<file path="config.mk">
export PLATFORM = sky130hd
export DESIGN_NAME = rca_seq
export DESIGN_NICKNAME = d
export VERILOG_FILES = /design/src/rtl/alu_pkg.sv /design/src/rtl/fac.sv /design/src/rtl/rca_slice.sv /design/src/rtl/rca_seq.sv
export SDC_FILE = /design/constraint.sdc
export NUM_CORES = 1
export LEC_CHECK = 0
export BUFFER_PORTS_ARGS = -buffer_cell sky130_fd_sc_hd__buf_2
export CAP_MARGIN = 20
export CORE_UTILIZATION = 50
export CTS_CLUSTER_DIAMETER = 120
export DETAILED_ROUTE_END_ITERATION = 10
export PLACE_DENSITY = 0.74
export SYNTH_ARGS = -nofsm -noshare
export SYNTH_HDL_FRONTEND = slang
export SYNTH_HIERARCHICAL = 1
export SYNTH_SLANG_ARGS = --single-unit
export TNS_END_PERCENT = 50
</file>
<file path="constraint.sdc">
create_clock -name CLK -period 4.6 [get_ports CLK]
set_input_delay 0.69 -clock CLK [delete_from_list [all_inputs] [get_ports CLK]]
set_output_delay 0.69 -clock CLK [all_outputs]
set_load 0.03 [all_outputs]
</file>
<file path="src/rtl/alu_pkg.sv">
// Shared ALU definitions: flag bit positions and the sequential adder state encoding.
package alu_pkg;

    localparam int unsigned FLAG_Z = 3;
    localparam int unsigned FLAG_N = 2;
    localparam int unsigned FLAG_C = 1;
    localparam int unsigned FLAG_V = 0;

    typedef enum logic [1:0] {
        IDLE = 2'd0,
        RUN  = 2'd1,
        DONE = 2'd2
    } state_e;

endpackage

</file>
<file path="src/rtl/fac.sv">
// Single-bit full adder cell used to build ripple chains.
module fac (
    input  logic a,
    input  logic b,
    input  logic ci,
    output logic s,
    output logic co
);

    assign s  = a ^ b ^ ci;
    assign co = (a & b) | (ci & (a ^ b));

endmodule

</file>
<file path="src/rtl/rca_slice.sv">
// CHUNK-bit ripple-carry slice built from fac cells; also exposes the carry into its MSB.
module rca_slice #(
    parameter int unsigned CHUNK = 4
) (
    input  logic [CHUNK-1:0] a,
    input  logic [CHUNK-1:0] b,
    input  logic             cin,
    output logic [CHUNK-1:0] sum,
    output logic             cout,
    output logic             c_msb_in
);

    logic [CHUNK:0] c;

    assign c[0] = cin;

    for (genvar i = 0; i < CHUNK; i++) begin : g_bit
        fac u_fac (
            .a  (a[i]),
            .b  (b[i]),
            .ci (c[i]),
            .s  (sum[i]),
            .co (c[i+1])
        );
    end

    assign cout     = c[CHUNK];
    assign c_msb_in = c[CHUNK-1];

endmodule

</file>
<file path="src/rtl/rca_seq.sv">
// Multi-cycle ripple-carry adder/subtractor: one CHUNK-bit slice per clock, LSB slice first,
// with a start/busy/done handshake and Z/N/C/V flags registered on completion.
module rca_seq
    import alu_pkg::*;
#(
    parameter int unsigned WIDTH = 16,
    parameter int unsigned CHUNK = 4
) (
    input  logic             CLK,
    input  logic             RST,
    input  logic             start,
    input  logic             sub,
    input  logic             cin,
    input  logic [WIDTH-1:0] operand_a,
    input  logic [WIDTH-1:0] operand_b,
    output logic             busy,
    output logic             done,
    output logic [WIDTH-1:0] result,
    output logic             carry_out,
    output logic [3:0]       flags
);

    localparam int unsigned NCHUNK = WIDTH / CHUNK;
    localparam int unsigned KW     = (NCHUNK > 1) ? $clog2(NCHUNK) : 1;
    localparam logic [KW-1:0] KLAST = KW'(NCHUNK - 1);

    state_e           state_q, state_d;
    logic [KW-1:0]    k_q, k_d;
    logic [WIDTH-1:0] a_q, a_d;
    logic [WIDTH-1:0] b_q, b_d;
    logic [WIDTH-1:0] part_q, part_d;
    logic [WIDTH-1:0] result_q, result_d;
    logic             carry_q, carry_d;
    logic [3:0]       flags_q, flags_d;

    logic [CHUNK-1:0] slice_sum;
    logic             slice_cout;
    logic             slice_c_msb;

    // Operands shift right each RUN cycle, so the active slice always sits in the low bits.
    rca_slice #(
        .CHUNK (CHUNK)
    ) u_slice (
        .a        (a_q[CHUNK-1:0]),
        .b        (b_q[CHUNK-1:0]),
        .cin      (carry_q),
        .sum      (slice_sum),
        .cout     (slice_cout),
        .c_msb_in (slice_c_msb)
    );

    always_comb begin
        state_d  = state_q;
        k_d      = k_q;
        a_d      = a_q;
        b_d      = b_q;
        part_d   = part_q;
        carry_d  = carry_q;
        result_d = result_q;
        flags_d  = flags_q;

        unique case (state_q)
            IDLE, DONE: begin
                state_d = IDLE;
                if (start) begin
                    a_d     = operand_a;
                    b_d     = sub ? ~operand_b : operand_b;
                    carry_d = sub | cin;
                    part_d  = '0;
                    k_d     = '0;
                    state_d = RUN;
                end
            end
            RUN: begin
                a_d     = a_q >> CHUNK;
                b_d     = b_q >> CHUNK;
                // Slice sums enter at the top; after NCHUNK cycles the word is LSB-aligned.
                part_d  = part_q >> CHUNK;
                part_d[WIDTH-1 -: CHUNK] = slice_sum;
                carry_d = slice_cout;
                k_d     = k_q + 1'b1;
                if (k_q == KLAST) begin
                    state_d         = DONE;
                    result_d        = part_d;
                    flags_d[FLAG_Z] = ~|part_d;
                    flags_d[FLAG_N] = part_d[WIDTH-1];
                    flags_d[FLAG_C] = slice_cout;
                    flags_d[FLAG_V] = slice_c_msb ^ slice_cout;
                end
            end
            default: state_d = IDLE;
        endcase
    end

    always_ff @(posedge CLK or posedge RST) begin
        if (RST) begin
            state_q  <= IDLE;
            k_q      <= '0;
            a_q      <= '0;
            b_q      <= '0;
            part_q   <= '0;
            carry_q  <= 1'b0;
            result_q <= '0;
            flags_q  <= '0;
        end else begin
            state_q  <= state_d;
            k_q      <= k_d;
            a_q      <= a_d;
            b_q      <= b_d;
            part_q   <= part_d;
            carry_q  <= carry_d;
            result_q <= result_d;
            flags_q  <= flags_d;
        end
    end

    assign busy      = (state_q == RUN);
    assign done      = (state_q == DONE);
    assign result    = result_q;
    assign flags     = flags_q;
    assign carry_out = flags_q[FLAG_C];

endmodule

</file>
==> results of run 1 <==
==> final timing paths <==
kind	from	end	slack [ns]	cells past startpoint
worst max-delay path	a_q[0]	flags[3]	1.59	7
worst min-delay path	result[12]	result[12]	0.50	1
worst max register to register	a_q[0]	flags[3]	1.59	7
worst min register to register	result[12]	result[12]	0.50	1
max in group asynchronous	RST	carry_q	3.44	3
min in group asynchronous	RST	result[10]	0.58	3
==> worst max-delay path, cell delays in order (launching register included) <==
cell and delay, ns:
dfrtp_1 0.40, fa_1 0.45, fa_1 0.40, fa_1 0.42, fa_1 0.49, nor4_1 0.37
nand4_1 0.18, o21ai_0 0.21
==> logic make-up (layout without fill, tap and decap cells) <==
logic type      after synthesis  count (layout)  synth area share
flops                        68              68            0.5650
fa+ha+maj                     5               5           0.03074
simple gates                 52              52           0.08185
compound gates               50              50            0.1558
xor+xnor                     17              17           0.04944
buf+inv                      23              79           0.05359
mux                          17              17           0.06356
==> cell type report <==
| type | count | area (sq um) | area share |
|---|---|---|---|
| Clock buffer | 10 | 127.6 | 0.03697 |
| Clock inverter | 6 | 65.06 | 0.01885 |
| Inverter | 3 | 16.27 | 0.004712 |
| Multi-Input combinational cell | 141 | 1149 | 0.3327 |
| Sequential cell | 68 | 1702 | 0.4929 |
| Tap cell | 72 | 90.09 | 0.02610 |
| Timing Repair Buffer | 60 | 302.8 | 0.08771 |
==> cells in the mapped netlist <==
cell	number
dfrtp_1	68
a22o_1	21
mux2_2	17
nand2_1	14
nor2_1	14
a221o_1	13
nand3_1	13
xnor2_1	13
a22oi_2	9
buf_2	8
buf_4	6
buf_6	5
fa_1	4
nor4_1	4
o21ai_0	4
xor2_1	4
a22oi_1	3
inv_1	2
nand2b_1	2
and2b_1	1
clkbuf_1	1
ha_1	1
inv_6	1
nand3b_1	1
nand4_1	1
nor2_4	1
nor2b_1	1
==> registers in the layout (all words and copies together) (netlist names) <==
name and cells:
a_q 16, b_q 16, result 15, part_q 12, flags 4, k_q 2, state_q 2, carry_q 1
==> metrics by stage <==
stage | std cells | power, mW | setup slack [ns] | cell area [sq um]
2_1_floorplan | 232 | 1.986 | 1.948 | 3012
3_3_place_gp | 344 | 2.161 | 1.845 | 3259
3_5_place_dp | 344 | 2.197 | 1.693 | 3259
4_1_cts | 360 | 2.675 | 1.607 | 3452
5_1_grt | 360 | 2.821 | 1.498 | 3452
6_report | 360 | 2.653 | 1.587 | 3452
==> power by group <==
group,switching [mW],internal [mW]
clock,0.225,0.250
sequential,0.188,0.864
combinational,0.654,0.471
==> metal layers <==
layer | GRT usage | up-vias | share of wire
met3 | 0.04571 | 9 | 0.041
li1 | - | 946 | -
met1 | 0.2656 | 993 | 0.46
met4 | 0.09273 | 0 | 0.019
met2 | 0.3043 | 56 | 0.48
met5 | 0 | - | 0
==> results.ini, run 1 <==
[critical_path]
critPathRequiredTime_ns=4.84
crit_type=reg -> reg
worst_setup_path_end_kind=flip-flop
arrival_ns=3.25
path_max_fanout=3
startpoint_type=flip-flop

[global_routing]
grt_pass1_vias=1925
grt_max_degree=69
antenna_found_initial=0
grtUsageTotal=0.1980
grt_pass1_wl_microns=9252
gr-total-overflow=0

[synthesis]
syn_avg_cell_area_sq_um=12.98
syn_area_sq_um=3012
yosys-top-cells-area=dfrtp_1 57%, mux2_2 6.4%, a22o_1 6.1%
post-synth-top-area-fraction=0.5650
synthCells=232
ys_seq_area_frac=0.5650
syn_nets=274
yosysWarnings=6
synthDistinctLibCells=27
synth-seq-cells=68
yosysTopAreaCell=dfrtp_1

[flow_run]
maxCapViolations=0

[pwr]
leakage_nw=1.673
ir_drop_mv=0.4086
pwr_density_cell_nw_per_um2=768.4

[timing]
final.setup.tns_ns=0
fin_crit_ns=3.013
period_share=0.6551
max_slew_margin=0.3242
max_slew.worst_pin.slew_ns=1.014
fmax_mhz=331.9
setup_viol=0
rsz0062_at_grt=no
holdWs_ns=0.5003
maxSlewViolCount=0
finClkSkew_ns=0.008133
hold_viol_final=0

[clock_network]
clk_latency_ns=0.35
cts.sinks=68
cts_root_buffer=clkbuf_8
post_cts_buffers=0
postCtsHoldBufs=0
cts_tree=yes
numCtsBuffers=9
clockBufferDepth=2
clk_pin_slew_worst_paths_ns=0.07
cts_resized=0
htree_levels=3

[hold_path]
hold_path_class=reg -> reg

[cells_and_area]
area_growth_pct=14.62
diodes=0
drive_gt1_frac=0.3611
nets=325
fill_cells=462
post-route-util=0.6119
final_cell_mix=68 x dfrtp_1, 59 x buf_2, 21 x a22o_1
layout_commonest_cell=dfrtp_1

[routing]
postRouteAntennaNets=0
drt-total-wl_microns=5616
wire_per_inst_microns=15.60
dr.pass1.iters=4
drtIter0Drc=75
post-route-drc-count=0
viasPerCell=5.567
num_vias=2004

[floorplanning]
num_rows=27
ios=60
dieArea_sq_um=6338
core_sq_um=5642
die_w_microns=79.61
initial_core_util=0.5338
die_h_microns=79.61

[placed_design]
gp_congestion=0.7546
dp_hpwl_microns=3631
numPortBuffers=59

[status]
outcome=completed

(Power assumes the default switching activity.)
==> run 2, diff against run 1 <==
clock period = 2.9 ns   (was 4.6 ns; I/O delays follow)
==> results.ini, run 2 (synthesized netlist as in run 1, its figures left out) <==
[floorplanning]
core_sq_um=5642  ; unchanged
initial_core_util=0.5338  ; unchanged
die_w_microns=79.61  ; unchanged
num_rows=27  ; unchanged
die_h_microns=79.61  ; unchanged
ios=60  ; unchanged
dieArea_sq_um=6338  ; unchanged

[critical_path]
worst_setup_path_end_kind=flip-flop
crit_chain=fa_1, fa_1, fa_2, fa_1, nor4_2, nand4_1, o21ai_1
max_stage_delay_ns=0.49  ; about the same
critPathRequiredTime_ns=3.16  ; -1.68 ns
arrival_ns=3.02  ; -0.23 ns
critPathBufInv=0  ; unchanged
cpMostUsedCell=fa_1
rrSetupSlack_ns=0.15  ; -1.44 ns
worst_path_max_delay_cell=fa_1
path_max_fanout=3  ; unchanged
crit_type=reg -> reg
startpoint_type=flip-flop
critical-path-top-delay-family=adder cells

[global_routing]
gr-total-overflow=0  ; unchanged
grt_max_degree=69  ; unchanged
grt_pass1_vias=1964  ; +2.0%
antenna_found_initial=0  ; unchanged
grt_pass1_wl_microns=9466  ; +2.3%
grtUsageTotal=0.2035  ; +0.005526

[pwr]
p_seq_frac=0.376  ; -0.021
ir_drop_mv=0.8049  ; +97%
combinationalPowerShare=0.416  ; -0.008
leakage_nw=1.714  ; +2.5%
switching_share=0.3835  ; -0.01882
pwr_density_cell_nw_per_um2=1249  ; +63%
p_int_mw=2.734  ; +72%
clkPwrFrac=0.208  ; +0.029
switchingPower_mw=1.700  ; +59%

[cells_and_area]
seqCellArea_sq_um=1702  ; unchanged
multi_input_area_sq_um=1157  ; +0.76%
area_growth_pct=17.86
layout_commonest_cell=dfrtp_1
finalInstanceArea_sq_um=3550  ; +2.8%
nets=329  ; +1.2%
fill_cells=451  ; -2.4%
diodes=0  ; unchanged
final_cells=364  ; +1.1%
drive_gt1_frac=0.3801  ; +0.01903
final_cell_mix=68 x dfrtp_1, 59 x buf_2, 21 x a22o_1

[placed_design]
dp.cells=348  ; +1.2%
gp_congestion=0.7417  ; -1.7%
placed_cell_area_sq_um=3302  ; +1.3%
dp_hpwl_microns=3750  ; +3.3%
numPortBuffers=59  ; unchanged

[timing]
fin_crit_ns=2.754  ; -0.2598 ns
rsz0062_at_grt=no
hold_viol_final=0  ; unchanged
finClkSkew_ns=0.005534  ; -0.002599 ns
holdWs_ns=0.1610  ; -0.3393 ns
maxSlewViolCount=0  ; unchanged
max_slew.worst_pin.slew_ns=0.9018  ; -0.1119 ns
final.setup.tns_ns=0  ; unchanged
fmax_mhz=363.2  ; +9.4%
period_share=0.9495  ; +0.2944
setup_viol=0  ; unchanged
max_slew_margin=0.3988  ; +0.07463

[flow_run]
maxCapViolations=0  ; unchanged

[routing]
postRouteAntennaNets=0  ; unchanged
num_vias=1997  ; -0.35%
drt-total-wl_microns=5615  ; about the same
wire_per_inst_microns=15.43  ; -1.1%
drtIter0Drc=86  ; +15%
dr.pass1.iters=4  ; unchanged
post-route-drc-count=0  ; unchanged
viasPerCell=5.486  ; -1.4%

[clock_network]
cts_tree=yes
clk_latency_ns=0.34  ; about the same
numCtsBuffers=9  ; unchanged
clockBufferDepth=2  ; unchanged
cts.sinks=68  ; unchanged
htree_levels=3  ; unchanged
postCtsHoldBufs=0  ; unchanged
cts_root_buffer=clkbuf_8
clk_pin_slew_worst_paths_ns=0.07  ; about the same

[status]
outcome=completed

[hold_path]
hold_path_class=in -> async

[run 2: final timing paths]
check | startpoint | to | cells past startpoint
worst max register to register | a_q[0] | flags[3] | 7
worst max-delay path | a_q[0] | flags[3] | 7
min in group CLK | operand_a[7] | a_q[7] | 3
worst min register to register | flags[0] | flags[0] | 2
max in group asynchronous | RST | result[8] | 3
worst min-delay path | RST | result[6] | 3
[run 2: final cells by class]
class,count,share of cell area
multi-input cells,141,0.3260
flip-flops and latches,68,0.4794
repair buffers,64,0.09729
clock inverters,7,0.03243
clock buffers,9,0.03490
well taps,72,0.02538
inverters,3,0.004582
[run 2: power by group through the flow]
stage | combinational [mW] | sequential [mW] | clock [mW]
after floorplan | 1.31 | 1.84 | 0
after CTS | 1.84 | 1.67 | 0.946
after global placement | 1.80 | 1.67 | 0
final | 1.85 | 1.67 | 0.920
after detailed placement | 1.84 | 1.68 | 0
after global routing | 2.01 | 1.72 | 0.989
[run 2: worst register-to-register path, cell delays in order (launching register included)]
cell and delay [ns]:
dfrtp_1 0.40, fa_1 0.44, fa_1 0.40, fa_2 0.38
fa_1 0.49, nor4_2 0.29, nand4_1 0.12, o21ai_1 0.15
[run 2: timing repair]
action / 4_1_cts / 5_1_grt
buffers inserted: 0 / 0
gates resized for setup: 0 / 3
setup endpoints to repair: 0 / 1
[run 2: metrics by stage]
stage               setup WS [ns]  total power, mW    util
floorplan                  0.2479            3.150       -
global placement           0.1462            3.465  0.5853
detailed placement        0.04703            3.523  0.5853
CTS                       0.03574            4.455  0.6276
global route              0.01019            4.720  0.6292
finish                     0.1465            4.434  0.6292
[run 2: layer usage]
layer  track usage  vias up  share of wire
li1              -      950              -
met1        0.2527      972           0.45
met2        0.3274       65           0.47
met3       0.06971       10          0.064
met4       0.07636        0          0.015
met5             0        -              0
==> run 3, diff against run 2 <==
CORE_MARGIN = 3   (was default)
CORE_UTILIZATION = 32   (was 50)
PLACE_DENSITY = default   (was 0.74)
==> results.ini, run 3 (synthesized netlist as in run 1, its figures left out) <==
[clock_network]
numCtsBuffers=9  ; unchanged
cts.sinks=68  ; unchanged
clk_pin_slew_worst_paths_ns=0.07  ; about the same
clk_latency_ns=0.34  ; about the same
clockBufferDepth=2  ; unchanged
htree_levels=3  ; unchanged
cts_root_buffer=clkbuf_8
cts_tree=yes

[floorplanning]
dieArea_sq_um=10610  ; +67%
die_h_microns=103.0  ; +29%
ios=60  ; unchanged
num_rows=34  ; +26%
die_w_microns=103.0  ; +29%
initial_core_util=0.3371  ; -0.1967
core_sq_um=8934  ; +58%

[timing]
maxSlewViolCount=0  ; unchanged
fin_crit_ns=2.771  ; +0.01737 ns
max_slew_margin=0.3713  ; -0.02757
period_share=0.9555  ; +0.005988
finClkSkew_ns=0.005724  ; +0.0001907 ns
final.setup.tns_ns=0  ; unchanged
rsz0062_at_grt=no
max_slew.worst_pin.slew_ns=0.9431  ; +0.04135 ns
setup_viol=0  ; unchanged
fmax_mhz=360.9  ; -0.63%
hold_viol_final=0  ; unchanged

[hold_path]
hold_path_class=in -> async

[cells_and_area]
seqCellArea_sq_um=1702  ; unchanged
fill_cells=891  ; +98%
drive_gt1_frac=0.3699  ; -0.01027
final_cell_mix=68 x dfrtp_1, 59 x buf_2, 21 x a22o_1
layout_commonest_cell=dfrtp_1
multi_input_area_sq_um=1157  ; unchanged
diodes=0  ; unchanged
area_growth_pct=17.78  ; about the same
nets=330  ; +0.30%

[critical_path]
r2r_start=a_q[0]
rr_worst_depth=7  ; unchanged
cpMostUsedCell=fa_1
startpoint_type=flip-flop
crit_type=reg -> reg
critical-path-top-delay-family=adder cells
cp-endpoint=flags[3]
critPathRequiredTime_ns=3.15  ; about the same
crit_path_start=a_q[0]
path_max_fanout=3  ; unchanged
critPathBufInv=0  ; unchanged
max_stage_delay_ns=0.50  ; about the same
worst_path_max_delay_cell=fa_1
cp.depth=7  ; unchanged
crit_chain=fa_1, fa_1, fa_2, fa_1, nor4_2, nand4_1, o21ai_0
rrSetupSlack_ns=0.13  ; -0.02 ns
arrival_ns=3.02  ; about the same
r2r-end=flags[3]
worst_setup_path_end_kind=flip-flop

[pwr]
power_mw=4.311  ; -2.8%
leakage_nw=1.698  ; -0.96%
ir_drop_mv=0.4434  ; -45%
p_int_mw=2.598  ; -5.0%
p_seq_frac=0.389  ; +0.013
pwr_density_cell_nw_per_um2=1215  ; -2.7%
clkPwrFrac=0.173  ; -0.035
combinationalPowerShare=0.439  ; +0.023
switching_share=0.3974  ; +0.01397
switchingPower_mw=1.713  ; +0.78%

[routing]
postRouteAntennaNets=0  ; unchanged
viasPerCell=5.005  ; -8.8%
num_vias=2002  ; +0.25%
post-route-drc-count=0  ; unchanged
drtIter0Drc=68  ; -21%
wire_per_inst_microns=15.72  ; +1.9%
drt-total-wl_microns=6287  ; +12%
dr.pass1.iters=4  ; unchanged

[global_routing]
grtUsageTotal=0.1267  ; -0.07683
grt_max_degree=37  ; -46%
antenna_found_initial=0  ; unchanged
grt_pass1_wl_microns=10210  ; +7.9%
gr-total-overflow=0  ; unchanged
grt_pass1_vias=1994  ; +1.5%

[placed_design]
dp_hpwl_microns=4486  ; +20%
numPortBuffers=59  ; unchanged
gp_congestion=0.8183  ; +10%

[status]
outcome=completed

[flow_run]
maxCapViolations=0  ; unchanged

[run 3: what timing repair did]
item,4_1_cts,5_1_grt
setup buffers,0,0
gates resized for setup,0,2
endpoints found under the setup margin,0,1
hold buffers,0,0
[run 3: worst reg2reg max path, cell delays in order (launching register included)]
cell and delay [ns]:
dfrtp_1 0.40, fa_1 0.44, fa_1 0.40, fa_2 0.38
fa_1 0.50, nor4_2 0.30, nand4_1 0.12, o21ai_0 0.15
[run 3: power groups by stage]
stage                     Sequential [mW]  Combinational (mW)  Clock [mW]
after floorplan                      1.84                1.31           0
after global placement               1.68                1.84           0
after detailed placement             1.70                1.89           0
after CTS                            1.68                1.89       0.766
after global routing                 1.73                2.09       0.806
final                                1.68                1.89       0.745
[run 3: layout make-up]
type / instances / area share
Clock inverter: 2 / 0.009877
Sequential cell: 68 / 0.4797
Timing Repair Buffer: 65 / 0.09947
Inverter: 3 / 0.004586
Tap cell: 108 / 0.03810
Multi-Input combinational cell: 141 / 0.3263
Clock buffer: 13 / 0.04198
[run 3: through the flow]
step	instance area (sq um)	setup slack [ns]	util	cells	hold slack [ns]
2_1_floorplan	3012	0.2479	-	232	0.4671
3_3_place_gp	3354	0.1347	0.3755	385	0.4665
3_5_place_dp	3354	0.1311	0.3755	385	0.4895
4_1_cts	3538	0.1016	0.3961	400	0.2317
5_1_grt	3547	0.02349	0.3971	400	0.2598
6_report	3547	0.1291	0.3971	400	0.2147
[run 3: worst min-delay path by stage]
stage                       to  slack [ns]       from
floorplan              a_q[10]        0.47    a_q[10]
global placement      flags[0]        0.47   flags[0]
detailed placement   result[8]        0.49  result[8]
CTS                 result[11]        0.23        RST
global route        result[11]        0.26        RST
finish              result[14]        0.21        RST
[run 3: per-layer routing]
metal,GRT usage,share of wire,routed length [microns]
met4,0.03088,0.0097,61
met5,0,0,0
met2,0.1894,0.46,2866
met3,0.05480,0.070,443
met1,0.1702,0.46,2916
